**config.mk**
```make
export PLATFORM = sky130hd
export DESIGN_NAME = rv32_bus_arbiter
export DESIGN_NICKNAME = d
export VERILOG_FILES = /design/src/rtl/rv32_bus_arbiter.sv
export SDC_FILE = /design/constraint.sdc
export NUM_CORES = 1
export LEC_CHECK = 0
export CAP_MARGIN = 10
export CORE_AREA = 2 2 118 120
export DETAILED_ROUTE_END_ITERATION = 12
export DIE_AREA = 0 0 120 122
export MAX_ROUTING_LAYER = met4
export PLACE_DENSITY = 0.82
export SYNTH_ARGS = -nofsm -noshare
export SYNTH_HDL_FRONTEND = slang
export SYNTH_SLANG_ARGS = --single-unit
```
**constraint.sdc**
```tcl
create_clock -name clk -period 4.5 [get_ports clk]
set_clock_uncertainty 0.2 [all_clocks]
set_input_delay 0.9 -clock clk [delete_from_list [all_inputs] [get_ports clk]]
set_output_delay 0.9 -clock clk [all_outputs]
set_load 0.02 [all_outputs]
```
**src/rtl/rv32_bus_arbiter.sv**
```systemverilog
// rv32_bus_arbiter: shares one memory bus between the fetch and memory stages.
// Data normally wins ties; a saturating starvation counter forces an
// instruction grant after STARVE_LIMIT back-to-back data grants.

package rv32_bus_arbiter_pkg;

  typedef enum logic [3:0] {
    MEM_NOP = 4'd0,
    MEM_LB  = 4'd1,
    MEM_LH  = 4'd2,
    MEM_LW  = 4'd3,
    MEM_LBU = 4'd4,
    MEM_LHU = 4'd5,
    MEM_SB  = 4'd6,
    MEM_SH  = 4'd7,
    MEM_SW  = 4'd8
  } mem_op_t;

  typedef struct packed {
    mem_op_t     op;
    logic [31:0] addr;
    logic [31:0] data;
  } memory_request_t;

endpackage

module rv32_bus_arbiter
  import rv32_bus_arbiter_pkg::*;
#(
  parameter int unsigned STARVE_LIMIT = 4
) (
  input  logic            clk,
  input  logic            reset,
  input  memory_request_t instr_request,
  input  logic            instr_cancel,
  output logic            instr_done,
  output logic [31:0]     instr_rdata,
  input  memory_request_t data_request,
  output logic            data_done,
  output logic [31:0]     data_rdata,
  output memory_request_t bus_request,
  input  logic            bus_ready,
  input  logic [31:0]     bus_rdata
);

  typedef enum logic [1:0] {
    IDLE   = 2'd0,
    BUSY_I = 2'd1,
    BUSY_D = 2'd2
  } state_t;

  localparam logic [3:0] LIMIT = 4'(STARVE_LIMIT);

  state_t          state;
  memory_request_t req_q;
  logic [3:0]      starve_cnt;
  logic            cancelled;

  logic instr_pending;
  logic data_pending;
  logic grant_i;
  logic grant_d;

  assign instr_pending = (instr_request.op != MEM_NOP);
  assign data_pending  = (data_request.op  != MEM_NOP);

  // Grant decision: only made in IDLE; data wins unless instruction is starved.
  assign grant_i = (state == IDLE) && instr_pending &&
                   (!data_pending || (starve_cnt == LIMIT));
  assign grant_d = (state == IDLE) && data_pending && !grant_i;

  // Arbitration FSM; also owns the latched bus request, counter and cancel flag.
  // NOTE: sequential state uses non-blocking assignments so every register
  // samples pre-edge values; blocking here would create order-dependent races.
  always_ff @(posedge clk or posedge reset) begin
    if (reset) begin
      state      <= IDLE;
      req_q      <= '0;
      starve_cnt <= 4'd0;
      cancelled  <= 1'b0;
    end else begin
      case (state)
        IDLE: begin
          cancelled <= 1'b0;
          if (grant_i) begin
            state      <= BUSY_I;
            req_q      <= instr_request;
            starve_cnt <= 4'd0;
          end else if (grant_d) begin
            state <= BUSY_D;
            req_q <= data_request;
            if (!instr_pending) begin
              starve_cnt <= 4'd0;
            end else if (starve_cnt < LIMIT) begin
              starve_cnt <= starve_cnt + 4'd1;
            end
          end else if (!instr_pending) begin
            starve_cnt <= 4'd0;
          end
        end
        BUSY_I: begin
          if (instr_cancel) begin
            cancelled <= 1'b1;
          end
          if (bus_ready) begin
            state     <= IDLE;
            req_q     <= '0;
            cancelled <= 1'b0;
          end
        end
        BUSY_D: begin
          if (bus_ready) begin
            state <= IDLE;
            req_q <= '0;
          end
        end
        default: begin
          state <= IDLE;
          req_q <= '0;
        end
      endcase
    end
  end

  // The bus only ever sees the latched request; it is cleared whenever IDLE.
  assign bus_request = req_q;

  // Completion pulses: same cycle as bus_ready, gated by owner and cancel state.
  // NOTE: every output is fully assigned on every path, so no latch is inferred.
  always_comb begin
    instr_done  = (state == BUSY_I) && bus_ready && !cancelled && !instr_cancel;
    data_done   = (state == BUSY_D) && bus_ready;
    instr_rdata = instr_done ? bus_rdata : 32'd0;
    data_rdata  = data_done  ? bus_rdata : 32'd0;
  end

endmodule

```
* Word level (Yosys, flattened, before mapping)
Index checks and enable logic that the tools add are counted.
** Storage, ports and cells
- Bits of input ports :: 172
- Output and inout bits :: 134
- Register bits after elaboration :: 75
** Cells by class
- Magnitude comparators :: 1
- Mux-type cells :: 18
- Reductions and logical operators :: 21
- Add/sub/neg operators :: 1
- Equality and inequality tests :: 8
** Operators by type and width (count)
- 68-bit 2-to-1 mux :: 3
- 68-bit one-hot mux with 2 select lines :: 1
- 32-bit 2-to-1 mux :: 2
- 4-bit 2-to-1 mux :: 5
- 1-bit logical AND :: 8
- 4-bit nonzero test :: 2
- 2-bit 2-to-1 mux :: 3
- 3-bit by 1-bit != test with 1-bit output (second input constant) :: 2
- 3-bit != test (second input constant) :: 2
- 4-bit by 1-bit adder with 4-bit output (second input constant) :: 1
- 4-bit by 3-bit == test with 1-bit output (second input constant) :: 1
- 1-bit logical NOT :: 4
- 4-bit by 3-bit < comparator with 1-bit output (second input constant) :: 1
- 2-bit one-hot mux with 2 select lines :: 1
- 2-bit AND reduction :: 2
- 3-bit AND reduction :: 1
- 2-bit by 1-bit == test with 1-bit output (second input constant) :: 1
- 2-bit == test (second input constant) :: 1
- 2-bit logical NOT :: 1
- 1-bit 2-to-1 mux :: 2
- 2-bit by 1-bit != test with 1-bit output (second input constant) :: 1
- 1-bit one-hot mux with 2 select lines :: 1
- 2-bit nonzero test :: 1
- 2-bit OR reduction :: 1
- 1-bit logical OR :: 1

* Logic depth before layout (Yosys ltp)
Gate-level depths: netlist (run 1).
- Word-level depth :: 9
- Gate-level depth with buffers :: 9
- Depth with buffers taken out :: 6

* Least setup slack after synthesis (run 1)
OpenSTA, ideal clock, no wires.
- Path kind :: input port to output port
- Start point :: input port instr_cancel
- End point :: output port instr_rdata[22]
- Arrival :: 1859 ps
- Path buffers :: 1
- Stages on the path :: 4
- Setup slack :: 1541 ps
- Cells stage by stage :: nor2_1 -> and3_1 -> clkbuf_1 -> and2_1
** On the way
- Cells in the longest elaborated chain, start to end :: 3
** Ends and longest elaborated chain
- start: declaration :: RTL line 35 : input logic instr_cancel,
- 1-bit logical NOT :: RTL line 131 : instr_done = (state == BUSY_I) && bus_ready && !cancelled && !instr_cancel;
- 1-bit logical AND :: RTL line 131
- named net instr_done :: RTL line 36 : output logic instr_done,
- 32-bit 2-to-1 mux :: RTL line 133 : instr_rdata = instr_done ? bus_rdata : 32'd0;
- end: declaration :: RTL line 37 : output logic [31:0] instr_rdata,
The timed path passes the listed nets, and every way through them passes these cells.

* Worst setup path after layout (run 1)
- Start point :: input port instr_cancel
- End point :: output port instr_rdata[20]
** On the way
- Cells in the longest elaborated chain, start to end :: 3
** Ends and longest elaborated chain (RTL line)
- 1-bit logical NOT :: 131
- 1-bit logical AND :: 131
- 32-bit 2-to-1 mux :: 133
No other way between the ends.

==> results.ini, run 1 <==
[outcome]
outcome=finished clean

[layout]
fillers=1212
final_cell_mix=304 x clkdlybuf4s50_1, 75 x dfrtp_1, 73 x nor2_1, 70 x nand2_1, 69 x nand3_1
post-route-util_pct=55.9
final_area_um2=7550
drive_gt1_share_pct=4.09
final_common_cell=clkdlybuf4s50_1
nets=956
area_growth_pct=84.3
num_antenna_cells=0
final-instance-count-excl-fill=963

[timing]
finalHoldViolations=0
finalCriticalPeriod_ps=3710
worst_pin_slew_ps=933
fmax_mhz=269
setup_viol=0
period_share_pct=82.5
slew_violations=0
relSlewSlack_pct=37.5
rsz0062_at_grt=no
tns_ps=0

[detailed_routing]
drt_iter0_drc=274
post-route-drc-count=0
viasPerCell=4.85
first_pass_iters=4
postRouteAntennaNets=0
drt_wl_total_um=15000
wire_per_inst_um=15.6
vias=4667

[synthesis]
synth.largest_area_cell=dfrtp_1
ys.warnings.count=0
post_synth_num_cell_types=29
synth_top_cell_area_share_pct=45.8
syn_inst=502
yosysSeqAreaShare_pct=45.8
syn_avg_cell_area_um2=8.16
synthTopCellsByArea=dfrtp_1 46%, a31oi_1 11%, nand3_1 8.4%
synth_area_um2=4100
yosys_register_bits=75
syn_nets=679

[placed_design]
place_hpwl_um=11000
placed_area_um2=7260
place_inst=948
gp_congestion=0.790
numPortBuffers=305

[cts]
cts_inserted_buffers=9
htree_levels=3
cts_root_buffer=clkbuf_16
post_cts_buffers=0
hold_buffers=0
clk_latency_ps=320
clockBufferDepth=2
cts_resized=0
cts_tree=built
cts.sinks=75
clkTransAtPathRegs_ps=60

[min_path]
holdCritPathClass=reg2reg
holdPathStages=1

[floorplan]
start_util_pct=30.3
dieArea_um2=14600
core-area_um2=13500
die_y_um=122
rows=43
fp.dieW_um=120
io_pins=306

[power]
peakVddDrop_uv=287
p_leak_nw=3.13
powerDensity_nw_per_um2=580

[grt]
antenna_found_initial=0
grt_pass1_wl_um=23500
grt_overflow=0
grt_pass1_vias=4531
grt_start_max_net_pins=139
grt_use_total_pct=20.9

[critical_path]
cp_data_required_time_ps=3400
path_common_cell=clkdlybuf4s50_1
crit_fanout=33
crit_family=buffers and inverters
crit_arrival_ps=2610
cpPeakStageDelay_ps=610
reg2regPathDepth=6
cp.depth=6
start_kind=primary input
reg2reg_slack_ps=1710
path_cells=clkdlybuf4s50_1, nor2_1, and3_1, buf_4, and2_1, clkdlybuf4s50_1
crit_path_top_delay_cell=clkdlybuf4s50_1
crit_type=in2out
critPathBufInv=3
cp-end-kind=primary output

[job]
max_cap_violations=0

==> power by group <==
part	switching [mW]	internal, mW	total, mW
clock	0.278	0.439	0.717
sequential	0.177	1.00	1.18
combinational	1.36	1.12	2.48
==> state kept, by name, summed over array words and instances (netlist names) <==
name	flops
cancelled	1
state	2
starve_cnt	4
bus_request	68
==> cells in the mapped netlist, drive strengths merged <==
cell / instances
o211ai: 1
o21ai: 5
clkbuf: 29
o2bb2ai: 1
or4: 2
a31oi: 69
a21oi: 2
and4: 1
mux2: 1
nand3: 69
dfrtp: 75
buf: 18
o211a: 1
inv: 6
nand2: 70
and3: 33
ha: 5
and2: 33
nor4: 2
nor2b: 2
a21boi: 1
a22o: 2
nor2: 73
and3b: 1
==> final timing paths <==
kind | start | endpoint
max | instr_cancel | instr_rdata[20]
min | cancelled$_DFFE_PP0P_ | cancelled$_DFFE_PP0P_
min in group asynchronous | reset | bus_request[44]$_DFFE_PP0P_
min reg2reg | cancelled$_DFFE_PP0P_ | cancelled$_DFFE_PP0P_
max reg2reg | state[0]$_DFFE_PP0P_ | bus_request[29]$_DFFE_PP0P_
max in group asynchronous | reset | bus_request[24]$_DFFE_PP0P_
==> routing by layer <==
layer | track usage [%] | part of all wire [%] | vias up
met1 | 23.2 | 38 | 2156
met2 | 37.2 | 53 | 200
met5 | - | 0 | -
met4 | 6.10 | 1.8 | 0
met3 | 4.92 | 7.3 | 16
li1 | - | - | 2295
==> cell type report <==
cell class	instances	area [um2]	share of cell area, %
timing repair buffer	313	3140	41.5
multi-input combinational	374	1990	26.4
sequential	75	1880	24.9
inverter	6	23.8	0.315
clock inverter	5	53.8	0.713
clock buffer	10	239	3.17
tap	180	225	2.98
==> stage by stage <==
stage          total power, mW  setup WS, ps  hold WS [ps]
2_1_floorplan             2.55          1490           267
3_3_place_gp              3.64           830           297
3_5_place_dp              3.68           792           285
6_report                  4.38           786           305
5_1_grt                   4.68           672           364
4_1_cts                   4.42           787           307
==> kinds of logic (layout without fill, tap and decap cells) <==
family          Yosys count  after routing  synth area share, %
compound gates           82             82                 12.8
mux                       1              1                0.275
buf+inv                  53            334                 6.11
flops                    75             75                 45.8
fa+ha+maj                 5              5                 1.53
simple gates            286            286                 33.5
No activity file was read; power rests on OpenSTA's default activity.
==> run 2, diff against run 1 <==
Clock period 4.5 ns to 3.53 ns, I/O delays scaled along.
==> results.ini, run 2 (same netlist as run 1, synthesis figures left out) <==
[cts]
cts_inserted_buffers=9  ; unchanged
cts_root_buffer=clkbuf_16
cts_resized=0  ; unchanged
clk_latency_ps=320  ; about the same
clockBufferDepth=2  ; unchanged
clkTransAtPathRegs_ps=70  ; about the same
hold_buffers=0  ; unchanged
cts_tree=built
htree_levels=3  ; unchanged
post_cts_buffers=0  ; unchanged
cts.sinks=75  ; unchanged

[critical_path]
cp_data_required_time_ps=2620  ; -780 ps
start_kind=primary input
critPathBufInv=3  ; unchanged
cp-end-kind=primary output
crit_type=in2out
crit_family=buffers and inverters
path_common_cell=clkdlybuf4s50_1
crit_path_top_delay_cell=clkdlybuf4s50_1
path_cells=clkdlybuf4s50_1, nor2_1, and3_1, buf_12, and2_1, clkdlybuf4s50_1
crit_arrival_ps=2390  ; -220 ps
crit_fanout=33  ; unchanged
cpPeakStageDelay_ps=600  ; about the same

[power]
clkPwrFrac_pct=18.4  ; +2.0 points
switching_share_pct=40.5  ; -0.92 points
pwr-share-seq_pct=26.1  ; -0.9 points
comb_power_share_pct=55.5  ; -1.1 points
peakVddDrop_uv=408  ; +42%
p_total_mw=5.75  ; +31%
powerDensity_nw_per_um2=750  ; +29%
p_switching_mw=2.33  ; +28%
internal-power_mw=3.42  ; +33%
p_leak_nw=3.18  ; +1.6%

[layout]
final_common_cell=clkdlybuf4s50_1
drive_gt1_share_pct=4.94  ; +0.86 points
final-instance-count-excl-fill=969  ; +0.62%
num_antenna_cells=0  ; unchanged
final_cell_mix=303 x clkdlybuf4s50_1, 75 x dfrtp_1, 73 x nor2_1, 70 x nand2_1, 69 x nand3_1
largest_reg_flops=68  ; unchanged
area_growth_pct=87.0
nets=961  ; +0.52%

[placed_design]
pre_cts_ws_ps=264  ; -528 ps
place_hpwl_um=11200  ; +1.6%
numPortBuffers=305  ; unchanged
gp_congestion=0.795  ; +0.71%
place_inst=953  ; +0.53%

[timing]
fin_ws_ps=239  ; -547 ps
slew_violations=0  ; unchanged
tns_ps=0  ; unchanged
worst_pin_slew_ps=631  ; -303 ps
holdWs_ps=313  ; +7.87 ps
relSlewSlack_pct=57.9  ; +20 points
finalCriticalPeriod_ps=3290
period_share_pct=93.2
setup_viol=0  ; unchanged
rsz0062_at_grt=no
fmax_mhz=304
finalHoldViolations=0  ; unchanged

[grt]
grt.busiest_layer=met2
met1_usage_pct=22.6  ; -0.63 points
grt_start_max_net_pins=77  ; -45%
grt_overflow=0  ; unchanged
grt_use_total_pct=20.7  ; -0.13 points
met3_usage_pct=5.81  ; +0.89 points
antenna_found_initial=0  ; unchanged
grt_pass1_vias=4622  ; +2.0%
grt_pass1_wl_um=23400  ; -0.17%
met2_usage_pct=35.9  ; -1.3 points

[floorplan]
die_y_um=122  ; unchanged
rows=43  ; unchanged
start_util_pct=30.3  ; unchanged
io_pins=306  ; unchanged
fp.dieW_um=120  ; unchanged
core-area_um2=13500  ; unchanged
dieArea_um2=14600  ; unchanged

[outcome]
outcome=finished clean

[min_path]
holdCritPathClass=reg2reg

[detailed_routing]
postRouteAntennaNets=0  ; unchanged
viasPerCell=4.87  ; +0.55%
vias=4722  ; +1.2%
wire_per_inst_um=15.5  ; -0.89%
drt_wl_total_um=15000  ; -0.27%
drt_iter0_drc=319  ; +16%
first_pass_iters=4  ; unchanged
post-route-drc-count=0  ; unchanged

[job]
max_cap_violations=0  ; unchanged

[run 2: cell count changes in the layout (fill, tap and decap cells not counted)]
cell             previous run  this run
clkbuf_8                    1         0
bufinv_16                   1         3
buf_12                      2         4
clkinvlp_4                  0         1
clkinv_2                    4         3
clkdlybuf4s50_1           304       303
buf_4                       7        11
[run 2: power groups by stage]
stage / Sequential (mW) / Clock [mW] / Combinational (mW)
after global placement: 1.50 / 0 / 3.18
after CTS: 1.51 / 1.08 / 3.22
after floorplan: 1.96 / 0 / 1.29
after global routing: 1.55 / 1.11 / 3.45
after detailed placement: 1.52 / 0 / 3.22
final: 1.50 / 1.06 / 3.19
[run 2: per-layer routing]
| metal | up-vias | part of all wire, % |
|---|---|---|
| met5 | - | 0 |
| met4 | 0 | 2.9 |
| met3 | 28 | 8.5 |
| met2 | 217 | 51 |
| met1 | 2166 | 37 |
| li1 | 2311 | - |
[run 2: final cells by class]
cell class	instances	area (um2)
repair buffers	318	3200
well taps	180	225
clock inverters	7	116
flip-flops and latches	75	1880
clock buffers	9	225
multi-input cells	374	1990
fillers	1221	5850
inverters	6	23.8
[run 2: per-stage QoR]
step	cell area, um2	utilization (%)
2_1_floorplan	4100	-
3_3_place_gp	7320	54.2
3_5_place_dp	7320	54.2
4_1_cts	7660	56.7
5_1_grt	7660	56.7
6_report	7660	56.7
[run 2: worst paths after layout]
check	startpoint	to	slack, ps	depth (start not counted)
min in group asynchronous	reset	bus_request[14]$_DFFE_PP0P_	570	2
min reg2reg	cancelled$_DFFE_PP0P_	cancelled$_DFFE_PP0P_	310	1
max in group asynchronous	reset	bus_request[20]$_DFFE_PP0P_	1930	3
max reg2reg	state[0]$_DFFE_PP0P_	bus_request[51]$_DFFE_PP0P_	1200	7
min	cancelled$_DFFE_PP0P_	cancelled$_DFFE_PP0P_	310	1
max	instr_cancel	instr_rdata[18]	240	6
